File: config.mk
export PLATFORM = sky130hd
export DESIGN_NAME = pll_lock_supervisor
export DESIGN_NICKNAME = d
export VERILOG_FILES = /design/src/rtl/pll_sup_pkg.sv /design/src/rtl/pll_sup_channel.sv /design/src/rtl/pll_lock_supervisor.sv
export SDC_FILE = /design/constraint.sdc
export NUM_CORES = 1
export LEC_CHECK = 0
export BUFFER_PORTS_ARGS = -buffer_cell sky130_fd_sc_hd__buf_2
export CAP_MARGIN = 25
export CORE_UTILIZATION = 45
export CTS_BUF_LIST = sky130_fd_sc_hd__clkbuf_8
export CTS_CLUSTER_DIAMETER = 150
export DETAILED_ROUTE_END_ITERATION = 8
export GPL_TIMING_DRIVEN = 0
export PLACE_DENSITY_LB_ADDON = 0.12
export SLEW_MARGIN = 20
export SYNTH_ARGS = -nofsm -noshare
export SYNTH_HDL_FRONTEND = slang
export SYNTH_HIERARCHICAL = 1
export SYNTH_SLANG_ARGS = --single-unit
File: constraint.sdc
create_clock -name clk_i -period 3.55 [get_ports clk_i]
set_input_delay 0.1775 -clock clk_i [delete_from_list [all_inputs] [get_ports clk_i]]
set_output_delay 0.1775 -clock clk_i [all_outputs]
set_load 0.1 [all_outputs]
File: src/rtl/pll_sup_pkg.sv
// Shared types and sizing helpers for the PLL lock supervisor.
package pll_sup_pkg;

  typedef enum logic [2:0] {
    StOff,
    StReset,
    StWaitLock,
    StStable,
    StLocked,
    StFault
  } state_e;

  // Width needed to hold every value up to and including max_count.
  function automatic int unsigned cnt_width(input int unsigned max_count);
    return $clog2(max_count) + 1;
  endfunction

endpackage

File: src/rtl/pll_sup_channel.sv
// One supervised PLL: lock synchroniser, sequencing FSM, retry and lock-loss counters.
module pll_sup_channel
  import pll_sup_pkg::*;
#(
  parameter int unsigned SYNC_STAGES         = 2,
  parameter int unsigned LOCK_STABLE_CYCLES  = 1024,
  parameter int unsigned PLL_RESET_CYCLES    = 16,
  parameter int unsigned LOCK_TIMEOUT_CYCLES = 65536,
  parameter int unsigned MAX_RETRIES         = 3,
  parameter int unsigned LOSS_CNT_W          = 8
) (
  input  logic                  clk_i,
  input  logic                  reset_ni,
  input  logic                  enable_i,
  input  logic                  clear_fault_i,
  input  logic                  lock_i,
  output logic                  pll_resetb_o,
  output logic                  pll_bypass_o,
  output logic                  ready_o,
  output logic                  fault_o,
  output logic [LOSS_CNT_W-1:0] loss_count_o
);

  localparam int unsigned MaxA     = (LOCK_STABLE_CYCLES > PLL_RESET_CYCLES) ?
                                     LOCK_STABLE_CYCLES : PLL_RESET_CYCLES;
  localparam int unsigned MaxCount = (LOCK_TIMEOUT_CYCLES > MaxA) ? LOCK_TIMEOUT_CYCLES : MaxA;
  localparam int unsigned CntW     = cnt_width(MaxCount);
  localparam int unsigned RetryW   = cnt_width(MAX_RETRIES);

  localparam logic [CntW-1:0]   ResetLast   = CntW'(PLL_RESET_CYCLES - 1);
  localparam logic [CntW-1:0]   TimeoutLast = CntW'(LOCK_TIMEOUT_CYCLES - 1);
  localparam logic [CntW-1:0]   StableLast  = CntW'(LOCK_STABLE_CYCLES - 1);
  localparam logic [RetryW-1:0] RetryLast   = RetryW'(MAX_RETRIES - 1);

  logic [SYNC_STAGES-1:0] sync_q;
  logic                   lk;
  state_e                 state_q, state_d;
  logic [CntW-1:0]        cnt_q, cnt_d;
  logic [RetryW-1:0]      retry_q, retry_d;
  logic [LOSS_CNT_W-1:0]  loss_q, loss_d;

  assign lk = sync_q[SYNC_STAGES-1];

  // Multi-flop synchroniser for the asynchronous PLL lock output.
  always_ff @(posedge clk_i or negedge reset_ni) begin
    if (!reset_ni) begin
      sync_q <= '0;
    end else begin
      sync_q <= {sync_q[SYNC_STAGES-2:0], lock_i};
    end
  end

  // State, counter and loss-count registers.
  always_ff @(posedge clk_i or negedge reset_ni) begin
    if (!reset_ni) begin
      state_q <= StOff;
      cnt_q   <= '0;
      retry_q <= '0;
      loss_q  <= '0;
    end else begin
      state_q <= state_d;
      cnt_q   <= cnt_d;
      retry_q <= retry_d;
      loss_q  <= loss_d;
    end
  end

  // Next-state logic; a dropped enable overrides every other transition.
  always_comb begin
    state_d = state_q;
    cnt_d   = cnt_q;
    retry_d = retry_q;
    loss_d  = loss_q;
    if (!enable_i) begin
      state_d = StOff;
      cnt_d   = '0;
      retry_d = '0;
    end else begin
      case (state_q)
        StOff: begin
          state_d = StReset;
          cnt_d   = '0;
          retry_d = '0;
        end
        StReset: begin
          if (cnt_q == ResetLast) begin
            state_d = StWaitLock;
            cnt_d   = '0;
          end else begin
            cnt_d = cnt_q + 1'b1;
          end
        end
        StWaitLock: begin
          if (lk) begin
            state_d = StStable;
            cnt_d   = '0;
          end else if (cnt_q == TimeoutLast) begin
            cnt_d = '0;
            if (retry_q == RetryLast) begin
              state_d = StFault;
            end else begin
              retry_d = retry_q + 1'b1;
              state_d = StReset;
            end
          end else begin
            cnt_d = cnt_q + 1'b1;
          end
        end
        StStable: begin
          // A glitch restarts the timeout window but does not cost a retry.
          if (!lk) begin
            state_d = StWaitLock;
            cnt_d   = '0;
          end else if (cnt_q == StableLast) begin
            state_d = StLocked;
            cnt_d   = '0;
            retry_d = '0;
          end else begin
            cnt_d = cnt_q + 1'b1;
          end
        end
        StLocked: begin
          if (!lk) begin
            if (loss_q != '1) begin
              loss_d = loss_q + 1'b1;
            end
            state_d = StReset;
            cnt_d   = '0;
            retry_d = '0;
          end
        end
        StFault: begin
          if (clear_fault_i) begin
            state_d = StOff;
          end
        end
        default: begin
          state_d = StOff;
          cnt_d   = '0;
          retry_d = '0;
        end
      endcase
    end
  end

  assign pll_resetb_o = state_q inside {StWaitLock, StStable, StLocked};
  assign pll_bypass_o = state_q inside {StOff, StFault};
  assign ready_o      = (state_q == StLocked);
  assign fault_o      = (state_q == StFault);
  assign loss_count_o = loss_q;

endmodule

File: src/rtl/pll_lock_supervisor.sv
// Supervisor for NUM_CH PLLs: per-channel sequencers plus a registered all-ready flag.
module pll_lock_supervisor
  import pll_sup_pkg::*;
#(
  parameter int unsigned NUM_CH              = 1,
  parameter int unsigned SYNC_STAGES         = 2,
  parameter int unsigned LOCK_STABLE_CYCLES  = 1024,
  parameter int unsigned PLL_RESET_CYCLES    = 16,
  parameter int unsigned LOCK_TIMEOUT_CYCLES = 65536,
  parameter int unsigned MAX_RETRIES         = 3,
  parameter int unsigned LOSS_CNT_W          = 8
) (
  input  logic                         clk_i,
  input  logic                         reset_ni,
  input  logic [NUM_CH-1:0]            enable_i,
  input  logic [NUM_CH-1:0]            clear_fault_i,
  input  logic [NUM_CH-1:0]            lock_i,
  output logic [NUM_CH-1:0]            pll_resetb_o,
  output logic [NUM_CH-1:0]            pll_bypass_o,
  output logic [NUM_CH-1:0]            ready_o,
  output logic                         all_ready_o,
  output logic [NUM_CH-1:0]            fault_o,
  output logic [NUM_CH*LOSS_CNT_W-1:0] loss_count_o
);

  logic all_ready_q;

  for (genvar g = 0; g < NUM_CH; g++) begin : g_ch
    pll_sup_channel #(
      .SYNC_STAGES        (SYNC_STAGES),
      .LOCK_STABLE_CYCLES (LOCK_STABLE_CYCLES),
      .PLL_RESET_CYCLES   (PLL_RESET_CYCLES),
      .LOCK_TIMEOUT_CYCLES(LOCK_TIMEOUT_CYCLES),
      .MAX_RETRIES        (MAX_RETRIES),
      .LOSS_CNT_W         (LOSS_CNT_W)
    ) u_channel (
      .clk_i        (clk_i),
      .reset_ni     (reset_ni),
      .enable_i     (enable_i[g]),
      .clear_fault_i(clear_fault_i[g]),
      .lock_i       (lock_i[g]),
      .pll_resetb_o (pll_resetb_o[g]),
      .pll_bypass_o (pll_bypass_o[g]),
      .ready_o      (ready_o[g]),
      .fault_o      (fault_o[g]),
      .loss_count_o (loss_count_o[g*LOSS_CNT_W +: LOSS_CNT_W])
    );
  end

  // Registered AND so the reset tree sees a clean, glitch-free release.
  always_ff @(posedge clk_i or negedge reset_ni) begin
    if (!reset_ni) begin
      all_ready_q <= 1'b0;
    end else begin
      all_ready_q <= &ready_o;
    end
  end

  assign all_ready_o = all_ready_q;

endmodule
==> results <==
- The largest net degree at the start of global routing is 35.
- The net count after synthesis is 219.
- The total congestion overflow is 0.
- Summed over all nets, the half-perimeter wirelength after detailed placement is 2890 um.
- The most used flip-flop cell after synthesis is sky130_fd_sc_hd__dfrtp_1.
- The count of buffers added on input and output ports is 17.
- The number of nets in the layout is 245.
- The die covers 0.00463 sq mm.
- The library cells used most frequently in the layout, excluding fill and tap cells, are 34 x sky130_fd_sc_hd__dfrtp_1, 19 x sky130_fd_sc_hd__buf_2, 15 x sky130_fd_sc_hd__inv_1.
- The time the worst path needs with I/O delays and setup is 3.32 ns.
- Summed over all instances, the cell type with the most area after synthesis is sky130_fd_sc_hd__dfrtp_1.
- By area the synthesized netlist is led by sky130_fd_sc_hd__dfrtp_1 43%, sky130_fd_sc_hd__and3_1 3.8%, sky130_fd_sc_hd__ha_1 3.8%.
- TritonCTS built the clock tree.
- Clock-pin slew was measured on the worst setup and hold paths at 0.08 ns.
- The reg2reg setup slack is 0.23 ns.
- The number of synthesized register bits is 34.
- The count of max-cap constraint violations is 0.
- Once the floorplan was initialized, standard cells occupied 48.0% of the core.
- From left edge to right edge, the die measures 68.1 um.
- The core region area is 0.00409 sq mm.
- Synthesis produced a netlist whose cell count is 208.
- The run finished with clean final reports.
- The clock passes through at most 2 buffers.
- The total inserted antenna cells is 0.
- The number of routed nets with antenna violations is 0.
- The mean instance size in the synthesized netlist is 9.44 sq um.
- The detailed router finished its first iteration with 68 violations.
- For this run, the detailed router's first-pass iteration total came to 4.
- Summing every instance area after synthesis gives 0.00196 sq mm.
- Gates resized during post-CTS repair numbered 0.
- After synthesis, the share of flip-flops with an asynchronous set or reset is 100%.
- The H-tree generated during clock tree synthesis spans 2 levels.
- In this run, CTS created clock tree buffers numbering 5.
- The critical path class is register to register.
- The maximum fanout along the worst path is 10.
- The share of final-layout standard cells stronger than drive strength 1 is 16.6%.
- The sequential element share of the synthesized area is 43.3%.
- Dividing the detail-routed via count by the number of cells gives 5.72.
- Setup repair after global routing left no endpoint under its margin.
- CTS saw 34 sinks.
- The required time of the critical path is 3.78 ns.
- The min-delay analysis places its worst path in the category primary input to register.
- Clock tree synthesis selected as its root buffer the cell sky130_fd_sc_hd__clkbuf_8.
- The portion of synthesized cell area occupied by the leading cell type is 43.3%.
- Yosys printed 6 warnings.
- The power density over the cells is 484 mW/mm^2.
- The total power consumption of the routed design is 1.10 mW.
- The area overhead of the layout relative to synthesis is 15.8%.
- For this block, the routed nets add up to 4180 um of wire.
- The number of distinct library cells after synthesis is 51.
- The clock reaches the later pin of the worst-skew pair after 0.30 ns.
- The number of endpoints failing setup at the final stage is 0.
- For this design the static power due to leakage is 1.14 nW.
- The total count of hold-check failures in the final report is 0.
- The category of the worst setup path capture point is a register.
- The number of pins with negative max-slew slack in the final report is 0.
- Yosys mapped a number of flops with a built-in enable equal to 0.
- The worst-case IR drop observed on VDD is 0.237 mV.
- During I/O placement, the number of pins put on the boundary was 18.
- The via count of the first global-routing pass is 1436.
- For the worst setup path, the data arrival time is 3.55 ns.
- The final clock skew is 0.00969 ns.
- The fmax is 0.301 GHz.
- The die height is 68.1 um.
- At the end of routability-driven placement, the weighted congestion stood at 0.757.
- The wire length per cell after detailed routing is 14.7 um.
- The worst-case headroom to the max-slew limit is 41.4%.
- The library cell used most frequently in the layout, excluding fill and tap cells, is sky130_fd_sc_hd__dfrtp_1.
- The number of setup buffers added after CTS is 0.
- The worst path uses 93.6% of the clock period.
- Fill cells in the final layout number 407.
- Setup total negative slack on the finished layout was measured at 0 ns.
- Across all layers, the routed design uses 1629 vias.
- The first-pass GRT wire length is 6860 um.
- STA classifies the critical path startpoint as a register.
- The global routing usage summed across all routing layers is 20.2%.
- The initial antenna violation count is 0.
- After detailed routing, the number of remaining DRC violations is 0.
- Row generation in the floorplan step produced 23 rows.
- The worst-margin pin slew is 0.873 ns.
worst max-delay path, stage by stage (launching register included):
cell                      delay (ns)
sky130_fd_sc_hd__dfrtp_1        0.42
sky130_fd_sc_hd__ha_1           0.25
sky130_fd_sc_hd__and3_1         0.21
sky130_fd_sc_hd__and3_1         0.24
sky130_fd_sc_hd__and3_2         0.25
sky130_fd_sc_hd__and3_1         0.20
sky130_fd_sc_hd__nand3_1        0.11
sky130_fd_sc_hd__inv_1          0.05
sky130_fd_sc_hd__ha_1           0.24
sky130_fd_sc_hd__nor3_1         0.52
sky130_fd_sc_hd__o31ai_4        0.16
sky130_fd_sc_hd__buf_6          0.17
sky130_fd_sc_hd__or3_1          0.34
sky130_fd_sc_hd__o21ai_1        0.07
metrics by stage:
step	cells	setup WS (ns)	hold slack, ns	util, %	area [sq um]
floorplan	208	0.577	-0.118	-	1960
global placement	275	0.271	0.286	51.7	2110
detailed placement	275	0.271	0.287	51.7	2110
CTS	285	0.243	0.183	55.6	2270
global route	285	0.0218	0.194	55.6	2270
finish	285	0.228	0.193	55.6	2270
cell families after synthesis:
kind of cell	share of synthesized area [%]
adders and majority gates	3.82
DFF	43.3
and+or+nand+nor	24.3
xor gates and xnor gates	3.57
buffers and inverters	5.29
muxes	1.08
AOI/OAI and AO/OA	18.5
synth_stat cells, types with 3 or more instances:
library cell / number
sky130_fd_sc_hd__o22ai_1: 3
sky130_fd_sc_hd__nor3b_1: 5
sky130_fd_sc_hd__xor2_1: 3
sky130_fd_sc_hd__nor2_1: 10
sky130_fd_sc_hd__a21o_1: 6
sky130_fd_sc_hd__o21ai_1: 9
sky130_fd_sc_hd__a21oi_1: 13
sky130_fd_sc_hd__nand3_1: 12
sky130_fd_sc_hd__nand2_1: 13
sky130_fd_sc_hd__inv_1: 15
sky130_fd_sc_hd__o21ai_0: 7
sky130_fd_sc_hd__and3_1: 12
sky130_fd_sc_hd__or3_1: 5
sky130_fd_sc_hd__dfrtp_1: 34
sky130_fd_sc_hd__nand4_1: 4
sky130_fd_sc_hd__clkbuf_1: 3
sky130_fd_sc_hd__xnor2_1: 5
sky130_fd_sc_hd__ha_1: 6
sky130_fd_sc_hd__nand2b_1: 3
routing by layer:
layer / GRT usage [%] / vias up / routed length [um]
li1: - / 810 / -
met1: 28.1 / 782 / 2070
met2: 30.1 / 31 / 1900
met3: 5.00 / 6 / 156
met4: 7.03 / 0 / 60
met5: 0 / - / 0
flip-flops by register name, summed over array words and instances (netlist names):
signal and flops:
g_ch.u_channel/state_q 3, all_ready_o 1, g_ch.u_channel/cnt_q 17, g_ch.u_channel/sync_q 2
g_ch.u_channel/retry_q 3, g_ch.u_channel/loss_count_o 8
final timing paths:
path                                        startpoint                           end  cells after the start
max                         g_ch[0].u_channel/cnt_q[0]   g_ch[0].u_channel/cnt_q[11]                     13
min                                      clear_fault_i  g_ch[0].u_channel/state_q[0]                      4
max reg2reg                 g_ch[0].u_channel/cnt_q[0]   g_ch[0].u_channel/cnt_q[11]                     13
min reg2reg                g_ch[0].u_channel/sync_q[0]   g_ch[0].u_channel/sync_q[1]                      0
max in group asynchronous                     reset_ni    g_ch[0].u_channel/cnt_q[9]                      2
min in group asynchronous                     reset_ni   g_ch[0].u_channel/cnt_q[13]                      2
repair_timing:
| action | 4_1_cts | 5_1_grt |
|---|---|---|
| hold endpoints to repair | 35 | 0 |
| endpoints found under the setup margin | 0 | 0 |
| hold buffers | 2 | 0 |
final cells by class:
cell class	instances	area [sq um]	area share, %
plain buffers	8	47.5	2.09
clock buffers	6	82.6	3.63
clock inverters	2	60.1	2.64
inverters	15	56.3	2.48
multi-input cells	151	1010	44.4
flip-flops and latches	34	851	37.4
well taps	50	62.6	2.75
repair buffers	19	105	4.62
report_power, final:
| group | internal, mW | switching, mW |
|---|---|---|
| Combinational | 0.0697 | 0.167 |
| Sequential | 0.399 | 0.0106 |
| Clock | 0.300 | 0.154 |
| Total | 0.769 | 0.331 |
No activity file was read; power rests on OpenSTA's default activity.
